$ cat src/rtl/uart_tx_buf.sv
// Buffered 8N1 UART transmitter: a DEPTH-entry byte FIFO drained back-to-back
// onto tx at BAUD_DIV clocks per bit.
module uart_tx_buf #(
    parameter int BAUD_DIV = 434,
    parameter int DEPTH    = 8
) (
    input  logic                       clk,
    input  logic                       rst_n,
    input  logic                       wr_en,
    input  logic [7:0]                 wr_data,
    input  logic                       clr_ovf,
    output logic                       tx,
    output logic                       full,
    output logic                       empty,
    output logic [$clog2(DEPTH+1)-1:0] count,
    output logic                       tx_busy,
    output logic                       ovf
);
    localparam int PW = $clog2(DEPTH);
    localparam int CW = $clog2(DEPTH + 1);
    localparam int BW = $clog2(BAUD_DIV);
    localparam logic [BW-1:0] BAUD_MAX = BW'(BAUD_DIV - 1);
    localparam logic [CW-1:0] OCC_FULL = CW'(DEPTH);
    localparam logic [3:0]    LAST_BIT = 4'd9;

    typedef enum logic {IDLE, TX} state_t;

    state_t        state;
    logic [7:0]    mem [DEPTH];
    logic [PW-1:0] wr_ptr, rd_ptr;
    logic [CW-1:0] occ;
    logic [9:0]    shreg;
    logic [BW-1:0] baud_cnt;
    logic [3:0]    bit_cnt;
    logic          push, pop, bit_end;

    assign full    = (occ == OCC_FULL);
    assign empty   = (occ == '0);
    assign count   = occ;
    assign tx      = shreg[0];
    assign tx_busy = (state == TX);

    // A write against a full FIFO is dropped even if a pop frees a slot on the same edge.
    assign push    = wr_en && !full;
    assign bit_end = (baud_cnt == BAUD_MAX);
    assign pop     = !empty && ((state == IDLE) || (bit_end && bit_cnt == LAST_BIT));

    always_ff @(posedge clk) begin
        if (push) mem[wr_ptr] <= wr_data;
    end

    always_ff @(posedge clk or negedge rst_n) begin
        if (!rst_n) begin
            wr_ptr <= '0;
            rd_ptr <= '0;
            occ    <= '0;
            ovf    <= 1'b0;
        end else begin
            if (push) wr_ptr <= wr_ptr + PW'(1);
            if (pop)  rd_ptr <= rd_ptr + PW'(1);
            if (push && !pop)      occ <= occ + CW'(1);
            else if (pop && !push) occ <= occ - CW'(1);
            if (wr_en && full) ovf <= 1'b1;
            else if (clr_ovf)  ovf <= 1'b0;
        end
    end

    // Frame is {stop, data, start}; shifting right fills with idle-high 1s.
    always_ff @(posedge clk or negedge rst_n) begin
        if (!rst_n) begin
            state    <= IDLE;
            shreg    <= '1;
            baud_cnt <= '0;
            bit_cnt  <= '0;
        end else begin
            case (state)
                IDLE: begin
                    if (pop) begin
                        shreg    <= {1'b1, mem[rd_ptr], 1'b0};
                        baud_cnt <= '0;
                        bit_cnt  <= '0;
                        state    <= TX;
                    end
                end
                TX: begin
                    if (!bit_end) begin
                        baud_cnt <= baud_cnt + BW'(1);
                    end else begin
                        baud_cnt <= '0;
                        if (bit_cnt != LAST_BIT) begin
                            shreg   <= {1'b1, shreg[9:1]};
                            bit_cnt <= bit_cnt + 4'd1;
                        end else if (pop) begin
                            shreg   <= {1'b1, mem[rd_ptr], 1'b0};
                            bit_cnt <= '0;
                        end else begin
                            shreg   <= '1;
                            bit_cnt <= '0;
                            state   <= IDLE;
                        end
                    end
                end
                default: state <= IDLE;
            endcase
        end
    end
endmodule

$ cat config.mk
export PLATFORM = sky130hd
export DESIGN_NAME = uart_tx_buf
export DESIGN_NICKNAME = d
export VERILOG_FILES = /design/src/rtl/uart_tx_buf.sv
export SDC_FILE = /design/constraint.sdc
export NUM_CORES = 1
export LEC_CHECK = 0
export ABC_AREA = 1
export BUFFER_PORTS_ARGS = -buffer_cell sky130_fd_sc_hd__buf_2
export CORE_UTILIZATION = 55
export DETAILED_ROUTE_END_ITERATION = 10
export PLACE_DENSITY_LB_ADDON = 0.05
export SETUP_SLACK_MARGIN = 0.1
export SLEW_MARGIN = 20
export SYNTH_ARGS = -nofsm -noshare
export SYNTH_HDL_FRONTEND = slang
export SYNTH_SLANG_ARGS = --single-unit
$ cat constraint.sdc
create_clock -name clk -period 5.2 [get_ports clk]
set_input_delay 0.26 -clock clk [delete_from_list [all_inputs] [get_ports clk]]
set_output_delay 0.26 -clock clk [all_outputs]
set_load 0.05 [all_outputs]
Yosys cells after proc, flatten, opt, wreduce, memory -nomap -nowiden:

Memory sizes are Yosys's and may differ from the RTL's.
Index checks and enable logic that the tools add are counted.

* bits of input ports: 12
* RAM bits: 64
* memories kept: 1
* output and inout bits: 9
* register bits after elaboration: 35

* multiplexer cells: 22
* equality and inequality tests: 6
* add/subtract/negate cells: 6
* reductions and logical operators: 15
* bitwise operators: 1

Memories
* mem: depth 8, bits a word 8, rd ports 1, clocked after memory_dff 0, write ports 1, RTL line 29 `logic [7:0] mem [DEPTH];`

Operators by type and width (number)
* 9-bit 2-to-1 mux: 4
* 10-bit 2-to-1 mux: 2
* 4-bit 2-to-1 mux: 5
* 10-bit case mux with 2 select lines: 1
* 9-bit case mux with 2 select lines: 1
* 9-bit by 1-bit adder with 9-bit output, second input constant: 1
* 9-bit == test, second input constant: 1
* 4-bit by 1-bit adder with 4-bit output, second input constant: 2
* 4-bit == test, second input constant: 2
* 4-bit case mux with 2 select lines: 1
* 1-bit 2-to-1 mux: 7
* 3-bit by 1-bit adder with 3-bit output, second input constant: 2
* 1-bit logical AND: 6
* 1-bit logical NOT: 4
* 4-bit logical NOT: 1
* 4-bit != test, second input constant: 1
* 2-bit nonzero test: 2
* 4-bit by 1-bit subtractor with 4-bit output, second input constant: 1
* 2-bit by 1-bit != test with 1-bit output, second input constant: 1
* 2-bit != test, second input constant: 1
* 1-bit case mux with 2 select lines: 1
* 2-bit AND reduction: 1
* 1-bit logical OR: 1
* 1-bit inverter: 1

Logic depth before layout (Yosys ltp):

Gate-level depths: netlist (run 1).

* word-level depth: 8
* gate-level depth with buffers: 15
* gate-level depth less buffers: 15

Worst setup path before layout (run 1):

OpenSTA, ideal clock, no wires.

* kind: reg-to-reg
* from: reg state (netlist: tx_busy)
* to: reg occ[3] (netlist: count[3])
* arrival: 2.266 ns
* setup slack: 2.816 ns
* required time: 5.082 ns
* period minus slack after synthesis: 2.384 ns
* cell stages (with the launch flop): 12
* cell sequence: dfrtp_1 buf_2 nand2_2 nand3_4 ha_1 inv_1 ha_1 a21oi_1 nand2_1 xor2_1 nand2_1 nand2_1

* cells in the longest elaborated chain, start to end: 6
* elaborated cells on any way between the ends: 8

Ends and longest elaborated chain
* start: declaration: RTL line 28 `state_t state;`
* start signal: assignment: RTL line 71 `state <= IDLE;`
* start signal: assignment: RTL line 82 `state <= TX;`
* start signal: assignment: RTL line 99 `state <= IDLE;`
* 1-bit inverter (*)
* 1-bit logical OR (*): RTL line 46 `assign pop = !empty && ((state == IDLE) || (bit_end && bit_cnt == LAST_BIT));`
* 1-bit logical AND (*): RTL line 46
* 1-bit logical NOT: RTL line 61 `if (push && !pop) occ <= occ + CW'(1);`
* 1-bit logical AND: RTL line 61
* 4-bit 2-to-1 mux or 2-bit nonzero test (tied branches)
* end signal: assignment: RTL line 61
* end signal: assignment: RTL line 62 `else if (pop && !push) occ <= occ - CW'(1);`
* end: declaration: RTL line 31 `logic [CW-1:0] occ;`

Every way passes the cells marked *; elsewhere a longest branch is shown, timed or not.
A chain may end at the register's enable or synchronous reset.

Worst setup path in the final report (run 1):

* from: reg baud_cnt[1]
* to: reg occ[3] (netlist: count[3])

* cells in the longest elaborated chain, start to end: 7
* elaborated cells on any way between the ends: 9

Ends and longest elaborated chain
* start: declaration: RTL line 33 `logic [BW-1:0] baud_cnt;`
* start signal: assignment: RTL line 87 `baud_cnt <= baud_cnt + BW'(1);`
* 9-bit == test (*): RTL line 45 `assign bit_end = (baud_cnt == BAUD_MAX);`
* 1-bit logical AND (*): RTL line 46
* 1-bit logical OR (*): RTL line 46
* 1-bit logical AND (*): RTL line 46
* 1-bit logical NOT: RTL line 61
* 1-bit logical AND: RTL line 61
* 4-bit 2-to-1 mux or 2-bit nonzero test (tied branches)

Marked as above.

==> summary.json, run 1 <==
{
  "sta": {
    "finalClockSkew_ns": 0.00969,
    "final-max-slew-violation-count": 0,
    "setup-tns-final_ns": 0,
    "max_slew.worst_pin.slew_ns": 0.937,
    "timing_hold_violations_final": 0,
    "final_min_period_over_clock_period_pct": 44.8,
    "maxClockFrequency_ghz": 0.429,
    "finalSetupViolCount": 0,
    "max-slew-margin-rel_pct": 37.3,
    "rsz_0062_raised_after_global_routing": "false",
    "setup_slack_ns": 2.87,
    "timing.final.crit_period_ns": 2.33
  },
  "critical_path": {
    "worst_setup_path_start_kind": "flop",
    "ff2ff_path_depth": 15,
    "end_kind": "flop",
    "cp_data_arrival_time_ns": 2.58,
    "cp_data_required_time_ns": 5.45,
    "timing_worst_setup_path_type": "reg -> reg",
    "worstPathMaxFanout": 10
  },
  "yosys": {
    "synth.yosys.warnings": 0,
    "postSynthRegisterBits": 98,
    "synth_sequential_area_ratio_pct": 63.0,
    "synth.distinct_cells": 33,
    "syn_nets": 443,
    "synthesis.area_mm2": 0.00442,
    "synthCells": 421,
    "average_instance_area_after_synthesis_um2": 10.5
  },
  "worst_hold_path": {
    "worst_hold_path_type": "in -> reg",
    "whs_path_depth": 2
  },
  "die": {
    "initial_core_util_pct": 56.9,
    "rows": 32,
    "floorplan.die_area_mm2": 0.00840,
    "fp.dieW_um": 91.6,
    "placeableCoreArea_mm2": 0.00777,
    "die_y_um": 91.6,
    "number_of_top_level_design_ports": 21
  },
  "finish": {
    "mostFrequentLayoutCell": "sky130_fd_sc_hd__nand2_1",
    "synthToLayoutAreaGrowth_pct": 8.35,
    "nets": 462,
    "drive_gt1_share_pct": 14.2,
    "antenna-diode-count": 0,
    "layout_common_cells": "sky130_fd_sc_hd__nand2_1, sky130_fd_sc_hd__edfxtp_1, sky130_fd_sc_hd__nand3_1"
  },
  "pwr": {
    "p_total_uw": 1890,
    "cellPowerDensity_mw_per_mm2": 396,
    "cellLeakagePower_uw": 0.00197,
    "vdd_ir_drop_max_v": 0.000244
  },
  "job": {
    "cap_violations": 0
  },
  "cts": {
    "post_cts_hold_buffer_count": 1,
    "clock-root-buffer": "sky130_fd_sc_hd__clkbuf_8",
    "post_cts_resized": 0,
    "tritoncts_clock_tree": "built",
    "cts_num_sinks": 98,
    "clk_pin_slew_worst_paths_ns": 0.09,
    "htree_levels": 3,
    "cts_setup_buffers": 0,
    "maximum_buffer_depth_of_the_clock_tree": 2,
    "clock_latency_ns": 0.36,
    "cts_buffers": 9
  },
  "drt": {
    "via_per_inst": 5.12,
    "drtIter0Drc": 153,
    "routed_wirelength_um": 8060,
    "drc_errors": 0,
    "post_detailed_route_count_of_antenna_violating_nets": 0,
    "wl_per_cell_um": 14.7,
    "detail_route.first_pass.iterations": 6,
    "detailroute.via_count": 2802
  },
  "global_route": {
    "grt_max_degree": 35,
    "antenna_violations_before_repair": 0,
    "gr-total-overflow": 0,
    "groute.usage.overall_pct": 21.4,
    "grt_pass1_wl_um": 13400,
    "number_of_global_route_vias_before_repair": 2687
  },
  "run_status": {
    "status": "completed"
  },
  "place": {
    "dp_worst_setup_slack_ns": 2.88,
    "gp_congestion": 0.817,
    "hpwl_um": 5150,
    "io_buffers": 20
  }
}
==> through the flow <==
| stage | util, % | instance area [um^2] | instances | hold slack, ns |
|---|---|---|---|---|
| floorplan | - | 4420 | 421 | -0.0356 |
| CTS | 61.6 | 4790 | 547 | 0.0884 |
| global route | 61.6 | 4790 | 547 | 0.0821 |
| global placement | 58.6 | 4550 | 530 | 0.378 |
| finish | 61.6 | 4790 | 547 | 0.0950 |
| detailed placement | 58.6 | 4550 | 530 | 0.380 |
==> synthesized netlist by cell type <==
library cell	n	share of area (%)
sky130_fd_sc_hd__a21oi_1	4	0.45
sky130_fd_sc_hd__a21oi_2	1	0.20
sky130_fd_sc_hd__buf_1	1	0.085
sky130_fd_sc_hd__buf_2	7	0.79
sky130_fd_sc_hd__buf_4	2	0.34
sky130_fd_sc_hd__buf_6	4	1.0
sky130_fd_sc_hd__dfrtp_1	25	14
sky130_fd_sc_hd__dfstp_2	9	5.4
sky130_fd_sc_hd__edfxtp_1	64	44
sky130_fd_sc_hd__fa_1	1	0.45
sky130_fd_sc_hd__ha_1	9	2.5
sky130_fd_sc_hd__inv_1	23	2.0
sky130_fd_sc_hd__inv_2	4	0.34
sky130_fd_sc_hd__inv_4	1	0.14
sky130_fd_sc_hd__mux2i_1	1	0.23
sky130_fd_sc_hd__nand2_1	137	12
sky130_fd_sc_hd__nand2_2	3	0.42
sky130_fd_sc_hd__nand2_4	2	0.51
sky130_fd_sc_hd__nand2_8	1	0.45
sky130_fd_sc_hd__nand3_1	49	5.6
sky130_fd_sc_hd__nand3_4	1	0.40
sky130_fd_sc_hd__nand4_1	2	0.28
sky130_fd_sc_hd__nor2_1	27	2.3
sky130_fd_sc_hd__nor2_2	2	0.28
sky130_fd_sc_hd__nor2_4	1	0.25
sky130_fd_sc_hd__nor3_1	1	0.11
sky130_fd_sc_hd__o21a_1	7	1.2
sky130_fd_sc_hd__o21ai_0	7	0.79
sky130_fd_sc_hd__o21ai_1	3	0.34
sky130_fd_sc_hd__o22ai_1	7	0.99
sky130_fd_sc_hd__or2_2	1	0.14
sky130_fd_sc_hd__xnor2_1	4	0.79
sky130_fd_sc_hd__xor2_1	10	2.0
==> area by class of cell <==
type	instances	area (um^2)
clock inverters	7	98.8
inverters	28	108
multi-input cells	281	1430
repair buffers	22	118
fillers	661	2980
flip-flops and latches	98	2780
clock buffers	9	124
well taps	102	128
==> power breakdown <==
part | switching [uW] | internal, uW
Sequential | 50.7 | 941
Combinational | 255 | 99.6
Clock | 271 | 276
==> registers in the layout, indices dropped and copies added (netlist names) <==
register and cells:
count 4, bit_cnt 4, rd_ptr 3, baud_cnt 9
shreg 9, wr_ptr 3, mem 64, ovf 1
tx_busy 1
==> cells by family (layout without fill, tap and decap cells) <==
| family | Yosys count | in the layout | synth area share (%) |
|---|---|---|---|
| AO/OA/AOI/OAI | 29 | 29 | 3.96 |
| adder cells (fa/ha/maj) | 10 | 10 | 3.00 |
| multiplexers | 1 | 1 | 0.227 |
| XOR/XNOR | 14 | 14 | 2.78 |
| AND/OR/NAND/NOR | 227 | 227 | 22.3 |
| buffers and inverters | 42 | 66 | 4.67 |
| flip-flops | 98 | 98 | 63.0 |
==> path summary, 6_finish.rpt <==
| kind | start | end | slack (ns) |
|---|---|---|---|
| max | baud_cnt[1] | count[3] | 2.87 |
| min | clr_ovf | ovf | 0.09 |
| max reg2reg | baud_cnt[1] | count[3] | 2.87 |
| min reg2reg | shreg[0] | shreg[0] | 0.47 |
| max in group asynchronous | rst_n | baud_cnt[0] | 4.21 |
| min in group asynchronous | rst_n | bit_cnt[0] | 0.51 |
==> per-layer routing <==
layer  wire length [um]  global-route usage, %
met3                214                   3.23
met4                119                   8.73
met2               3930                   35.6
met1               3800                   28.2
met5                  0                      0
==> critical path: stages, from the launching register on <==
cell and delay (ns):
sky130_fd_sc_hd__dfrtp_1 0.42, sky130_fd_sc_hd__inv_1 0.09, sky130_fd_sc_hd__ha_1 0.14, sky130_fd_sc_hd__nand2_1 0.05, sky130_fd_sc_hd__nor2_1 0.12, sky130_fd_sc_hd__nand2_2 0.10
sky130_fd_sc_hd__nand2_8 0.11, sky130_fd_sc_hd__nand3_4 0.13, sky130_fd_sc_hd__ha_1 0.23, sky130_fd_sc_hd__inv_1 0.11, sky130_fd_sc_hd__ha_1 0.27, sky130_fd_sc_hd__a21oi_1 0.15
sky130_fd_sc_hd__nand2_1 0.07, sky130_fd_sc_hd__xor2_1 0.14, sky130_fd_sc_hd__nand2_1 0.06, sky130_fd_sc_hd__nand2_1 0.04
Power figures use the tool's default switching activity.
==> inputs of run 2 (changes only) <==
Settings changed: ABC_AREA 1 to 0.
Clock period 5.2 ns to 1.9 ns, I/O delays scaled along.
==> summary.json, run 2 <==
{
  "run_status": {
    "status": "finished with violations",
    "failed_checks": "setup timing"
  },
  "cts": {
    "clock-root-buffer": "sky130_fd_sc_hd__clkbuf_8",
    "htree_levels": 3,
    "clock_latency_ns": 0.36,
    "cts_num_sinks": 98,
    "maximum_buffer_depth_of_the_clock_tree": 2,
    "cts_buffers": 9,
    "tritoncts_clock_tree": "built",
    "clk_pin_slew_worst_paths_ns": 0.11
  },
  "finish": {
    "synthToLayoutAreaGrowth_pct": 28.3,
    "drive_gt1_share_pct": 42.0,
    "ff_latch_area_mm2": 0.00279,
    "num-fill-cells": 450,
    "multi_input_comb_area_mm2": 0.00153,
    "nets": 388,
    "final_cells": 470,
    "mostFrequentLayoutCell": "sky130_fd_sc_hd__edfxtp_1",
    "regMostFlops": "mem",
    "layout_common_cells": "sky130_fd_sc_hd__edfxtp_1, sky130_fd_sc_hd__buf_4, sky130_fd_sc_hd__nand2_1",
    "largest_registers_in_the_final_layout": "mem: 64 flops, baud_cnt: 9 flops, shreg: 9 flops",
    "largest_register_ffs": 64,
    "antenna-diode-count": 0
  },
  "critical_path": {
    "end_kind": "flop",
    "worstPathMaxFanout": 3,
    "cp_data_arrival_time_ns": 2.55,
    "timing_worst_setup_path_type": "reg -> reg",
    "worst_setup_path_start_kind": "flop",
    "setup.reg_to_reg.worst_slack_ns": -0.39,
    "cp_data_required_time_ns": 2.16
  },
  "yosys": {
    "synth_top_family_by_area": "multiplexers",
    "synth_compound_area_share_pct": 6.76,
    "yosysMostFrequentCell": "sky130_fd_sc_hd__edfxtp_1",
    "synth_area_leader_cell": "sky130_fd_sc_hd__edfxtp_1",
    "average_instance_area_after_synthesis_um2": 15.3,
    "synth.top_cells.by_count": "sky130_fd_sc_hd__edfxtp_1, sky130_fd_sc_hd__nand2_1, sky130_fd_sc_hd__dfrtp_1",
    "synth_xor_area_share_pct": 1.66,
    "postSynth.asyncResetShare_pct": 34.7,
    "synth_sequential_area_ratio_pct": 66.0,
    "synth_simple_gate_area_share_pct": 7.59,
    "synth.distinct_cells": 37,
    "synthesis.area_mm2": 0.00422,
    "yosys_most_used_dff": "sky130_fd_sc_hd__edfxtp_1",
    "synth_largest_type_area_fraction_pct": 45.6,
    "ys_top_cells_by_area": "sky130_fd_sc_hd__edfxtp_1, sky130_fd_sc_hd__dfrtp_1, sky130_fd_sc_hd__mux4_1, sky130_fd_sc_hd__dfstp_2, sky130_fd_sc_hd__ha_1",
    "post_synth_fa_ha_maj_area_fraction_pct": 3.14,
    "syn_nets": 297,
    "postSynthRegisterBits": 98,
    "synthCells": 275,
    "synth_enable_flop_cells": 64,
    "synthMuxAreaShare_pct": 11.9,
    "synth.yosys.warnings": 0
  },
  "sta": {
    "timing_hold_violations_final": 0,
    "maxClockFrequency_ghz": 0.436,
    "final_min_period_over_clock_period_pct": 121,
    "final-max-slew-violation-count": 0,
    "finalClockSkew_ns": 0.0124,
    "max_slew.worst_pin.slew_ns": 0.768,
    "rsz_0062_raised_after_global_routing": "true",
    "whs_ns": 0.0284,
    "max-slew-margin-rel_pct": 48.8,
    "finalSetupViolCount": 5,
    "setup_slack_ns": -0.391,
    "timing.final.crit_period_ns": 2.29
  },
  "global_route": {
    "antenna_violations_before_repair": 0,
    "grt_max_degree": 35,
    "gr-total-overflow": 0,
    "grt_pass1_wl_um": 12600,
    "groute.usage.overall_pct": 22.0,
    "number_of_global_route_vias_before_repair": 2569
  },
  "pwr": {
    "cellPowerDensity_mw_per_mm2": 1020,
    "cellLeakagePower_uw": 0.00211,
    "vdd_ir_drop_max_v": 0.000655
  },
  "die": {
    "die_y_um": 89.6,
    "fp.dieW_um": 89.6,
    "initial_core_util_pct": 57.6,
    "number_of_top_level_design_ports": 21,
    "placeableCoreArea_mm2": 0.00733,
    "rows": 31,
    "floorplan.die_area_mm2": 0.00803
  },
  "drt": {
    "post_detailed_route_count_of_antenna_violating_nets": 0,
    "detailroute.via_count": 2575,
    "wl_per_cell_um": 16.8,
    "via_per_inst": 5.48,
    "drtIter0Drc": 138,
    "drc_errors": 0,
    "detail_route.first_pass.iterations": 4,
    "routed_wirelength_um": 7890
  },
  "place": {
    "gp_congestion": 0.805,
    "hpwl_um": 5010,
    "dpl.cell_count": 428,
    "io_buffers": 20
  },
  "worst_hold_path": {
    "worst_hold_path_type": "in -> reg"
  },
  "job": {
    "cap_violations": 0
  }
}
run 2: final cells by class:
class / instances / share of cell area, %
Multi-Input combinational cell: 158 / 28.3
Inverter: 9 / 0.740
Timing Repair Buffer: 90 / 13.4
Clock inverter: 7 / 1.41
Sequential cell: 98 / 51.5
Tap cell: 99 / 2.29
Clock buffer: 9 / 2.29
run 2: layer usage:
metal	vias to the layer above	global-route usage, %	routed length (um)
li1	1238	-	-
met1	1274	26.8	3350
met2	46	37.9	4160
met3	17	3.66	215
met4	0	11.8	158
met5	-	0	0
run 2: cell families after synthesis:
family / Yosys count
flops: 98
compound gates: 46
buf+inv: 19
fa+ha+maj: 10
xor+xnor: 8
mux: 25
simple gates: 69
run 2: final timing paths:
path | from | endpoint | depth (start not counted)
max | baud_cnt[1] | count[3] | 13
max in group asynchronous | rst_n | tx_busy | 2
min in group asynchronous | rst_n | baud_cnt[3] | 2
min | clr_ovf | ovf | 3
min reg2reg | shreg[2] | shreg[2] | 2
max reg2reg | baud_cnt[1] | count[3] | 13
run 2: metrics by stage:
| stage | instance area (um^2) | util (%) | setup slack, ns | power [uW] | TNS, ns |
|---|---|---|---|---|---|
| floorplan | 4350 | - | -0.497 | 3530 | -1.17 |
| global placement | 4830 | 65.9 | -0.392 | 3970 | -0.945 |
| detailed placement | 4830 | 65.9 | -0.451 | 3990 | -1.11 |
| CTS | 5320 | 72.6 | -0.378 | 5450 | -1.17 |
| global route | 5410 | 73.9 | -0.580 | 5790 | -3.01 |
| finish | 5410 | 73.9 | -0.391 | 5540 | -1.27 |
run 2: report_power, final:
part	switching (uW)	leakage (uW)	internal, uW
registers	148	0.000985	2580
logic	830	0.00102	658
clock network	807	0.000103	524
total	1790	0.00211	3760
run 2: repair_timing:
action                                 4_1_cts  5_1_grt
hold buffers                                10        0
buffers inserted                            14        9
pin swaps                                    8        5
resized for setup                           16       20
endpoints found under the hold margin       90        0
setup endpoints to repair                   70       57
run 2: worst max-delay path: stages (launching register included):
cell,delay (ns)
sky130_fd_sc_hd__dfrtp_1,0.41
sky130_fd_sc_hd__inv_2,0.09
sky130_fd_sc_hd__ha_4,0.13
sky130_fd_sc_hd__and4b_1,0.20
sky130_fd_sc_hd__a41o_1,0.23
sky130_fd_sc_hd__nand3_4,0.09
sky130_fd_sc_hd__ha_4,0.18
sky130_fd_sc_hd__inv_4,0.06
sky130_fd_sc_hd__ha_4,0.19
sky130_fd_sc_hd__a21o_1,0.16
sky130_fd_sc_hd__a21oi_2,0.13
sky130_fd_sc_hd__xnor2_1,0.12
sky130_fd_sc_hd__nor2_1,0.06
sky130_fd_sc_hd__xor2_1,0.13
==> inputs of run 3 (changes only) <==
Settings changed: ABC_AREA 0 to 1.
==> summary.json, run 3 (synthesis results as in run 1) <==
{
  "place": {
    "dp_worst_setup_slack_ns": -0.0694,
    "io_buffers": 20,
    "total_placed_instance_area_mm2": 0.00491,
    "gp_congestion": 0.749,
    "hpwl_um": 5580
  },
  "worst_hold_path": {
    "whs_path_depth": 1,
    "worst_hold_path_type": "in -> reg"
  },
  "critical_path": {
    "worstPathCellList": "inv_2 -> ha_4 -> nand2_2 -> nor2_2 -> nand2_2 -> nand2_8 -> nand3_4 -> ha_4 -> inv_4 -> buf_4 -> fa_2 -> nand2_1 -> nand2_1",
    "cp_data_required_time_ns": 2.17,
    "timing_worst_setup_path_type": "reg -> reg",
    "cp_data_arrival_time_ns": 2.21,
    "slowest_stage_cell_cp": "sky130_fd_sc_hd__fa_2",
    "worstPathMaxFanout": 3,
    "end_kind": "flop",
    "worst_path_largest_cell_delay_ns": 0.42,
    "ff2ff_path_depth": 13,
    "worst_setup_path_start_kind": "flop",
    "setup.reg_to_reg.worst_slack_ns": -0.04
  },
  "die": {
    "rows": 32,
    "initial_core_util_pct": 56.9,
    "floorplan.die_area_mm2": 0.00840,
    "die_y_um": 91.6,
    "placeableCoreArea_mm2": 0.00777,
    "number_of_top_level_design_ports": 21,
    "fp.dieW_um": 91.6
  },
  "sta": {
    "rsz_0062_raised_after_global_routing": "true",
    "timing.final.crit_period_ns": 1.94,
    "max-slew-margin-rel_pct": 48.9,
    "setup_slack_ns": -0.0415,
    "max_slew.worst_pin.slew_ns": 0.767,
    "final_min_period_over_clock_period_pct": 102,
    "finalSetupViolCount": 3,
    "final-max-slew-violation-count": 0,
    "timing_hold_violations_final": 0,
    "maxClockFrequency_ghz": 0.515,
    "finalClockSkew_ns": 0.0102
  },
  "finish": {
    "largest_register_ffs": 64,
    "layout_common_cells": "sky130_fd_sc_hd__nand2_1, sky130_fd_sc_hd__edfxtp_1, sky130_fd_sc_hd__nand3_1",
    "post-route-cell-area_mm2": 0.00532,
    "synthToLayoutAreaGrowth_pct": 20.4,
    "antenna-diode-count": 0,
    "drive_gt1_share_pct": 26.1,
    "regMostFlops": "mem",
    "nets": 508,
    "largest_registers_in_the_final_layout": "mem: 64 flops, baud_cnt: 9 flops, shreg: 9 flops",
    "fin_util_pct": 68.5,
    "mostFrequentLayoutCell": "sky130_fd_sc_hd__nand2_1"
  },
  "drt": {
    "wirelength_met1_um": 4050,
    "drc_errors": 0,
    "detail_route.first_pass.iterations": 4,
    "wl_per_cell_um": 14.8,
    "routed_wirelength_um": 8760,
    "via_per_inst": 5.20,
    "routed-wl-met3_um": 589,
    "detailroute.via_count": 3085,
    "post_detailed_route_count_of_antenna_violating_nets": 0,
    "met2_wl_um": 3990,
    "topRoutingLayerUsed": "met4",
    "drtIter0Drc": 167
  },
  "global_route": {
    "grt_max_degree": 35,
    "gr-total-overflow": 0,
    "number_of_global_route_vias_before_repair": 2946,
    "antenna_violations_before_repair": 0,
    "grt_pass1_wl_um": 14400,
    "groute.usage.overall_pct": 22.8
  },
  "cts": {
    "clk_pin_slew_worst_paths_ns": 0.10,
    "htree_levels": 3,
    "maximum_buffer_depth_of_the_clock_tree": 2,
    "cts_buffers": 9,
    "tritoncts_clock_tree": "built",
    "clock-root-buffer": "sky130_fd_sc_hd__clkbuf_8",
    "clock_latency_ns": 0.37,
    "cts_num_sinks": 98
  },
  "pwr": {
    "cellLeakagePower_uw": 0.00221,
    "p_total_uw": 5490,
    "cellPowerDensity_mw_per_mm2": 1030,
    "vdd_ir_drop_max_v": 0.000840
  },
  "job": {
    "cap_violations": 0
  },
  "run_status": {
    "failed_checks": "setup timing",
    "status": "finished with violations"
  }
}
-- run 3: path summary, 6_finish.rpt --
path,startpoint,to
setup / recovery,baud_cnt[1],count[1]
hold / removal,wr_data[0],mem[3][0]
setup reg to reg,baud_cnt[1],count[1]
hold reg to reg,shreg[7],shreg[7]
max in group asynchronous,rst_n,tx_busy
min in group asynchronous,rst_n,baud_cnt[3]
-- run 3: worst max-delay path, delay by kind of cell, from the launching register on --
family / cells / cell delay [ns]
adders and majority gates: 3 / 0.72
buffers and inverters: 3 / 0.24
DFF: 1 / 0.40
and+or+nand+nor: 7 / 0.49
-- run 3: cell type report --
cell class                 instances  area, um^2
sequential                        98        2790
fill                             607        2450
multi-input combinational        281        1540
timing repair buffer              68         547
tap                              102         128
clock buffer                       9         124
inverter                          28         110
clock inverter                     7        83.8
-- run 3: repair_timing --
item                       CTS  global route
hold endpoints to repair    66             0
resized for setup            1            13
setup buffers                3             6
pin swaps                    5             8
setup endpoints to repair   11            24
hold buffers                 8             0
-- run 3: metrics by stage --
step | TNS, ns | hold slack (ns) | instances
after floorplan | -0.110 | -0.201 | 421
after global placement | -0.0446 | 0.212 | 561
after detailed placement | -0.0694 | 0.213 | 561
after CTS | -0.0979 | 0.00320 | 588
after global routing | -0.409 | 0.00930 | 593
final | -0.0865 | 0.0108 | 593
-- run 3: power by group --
part           leakage (uW)  switching [uW]  internal (uW)
logic               0.00112             837            541
registers          0.000986             121           2580
clock network      0.000103             775            634
total               0.00221            1730           3750
-- run 3: metal layers --
metal	vias up	track usage (%)
met4	0	7.67
met2	84	34.3
met3	10	4.98
li1	1527	-
met1	1464	32.9
met5	-	0
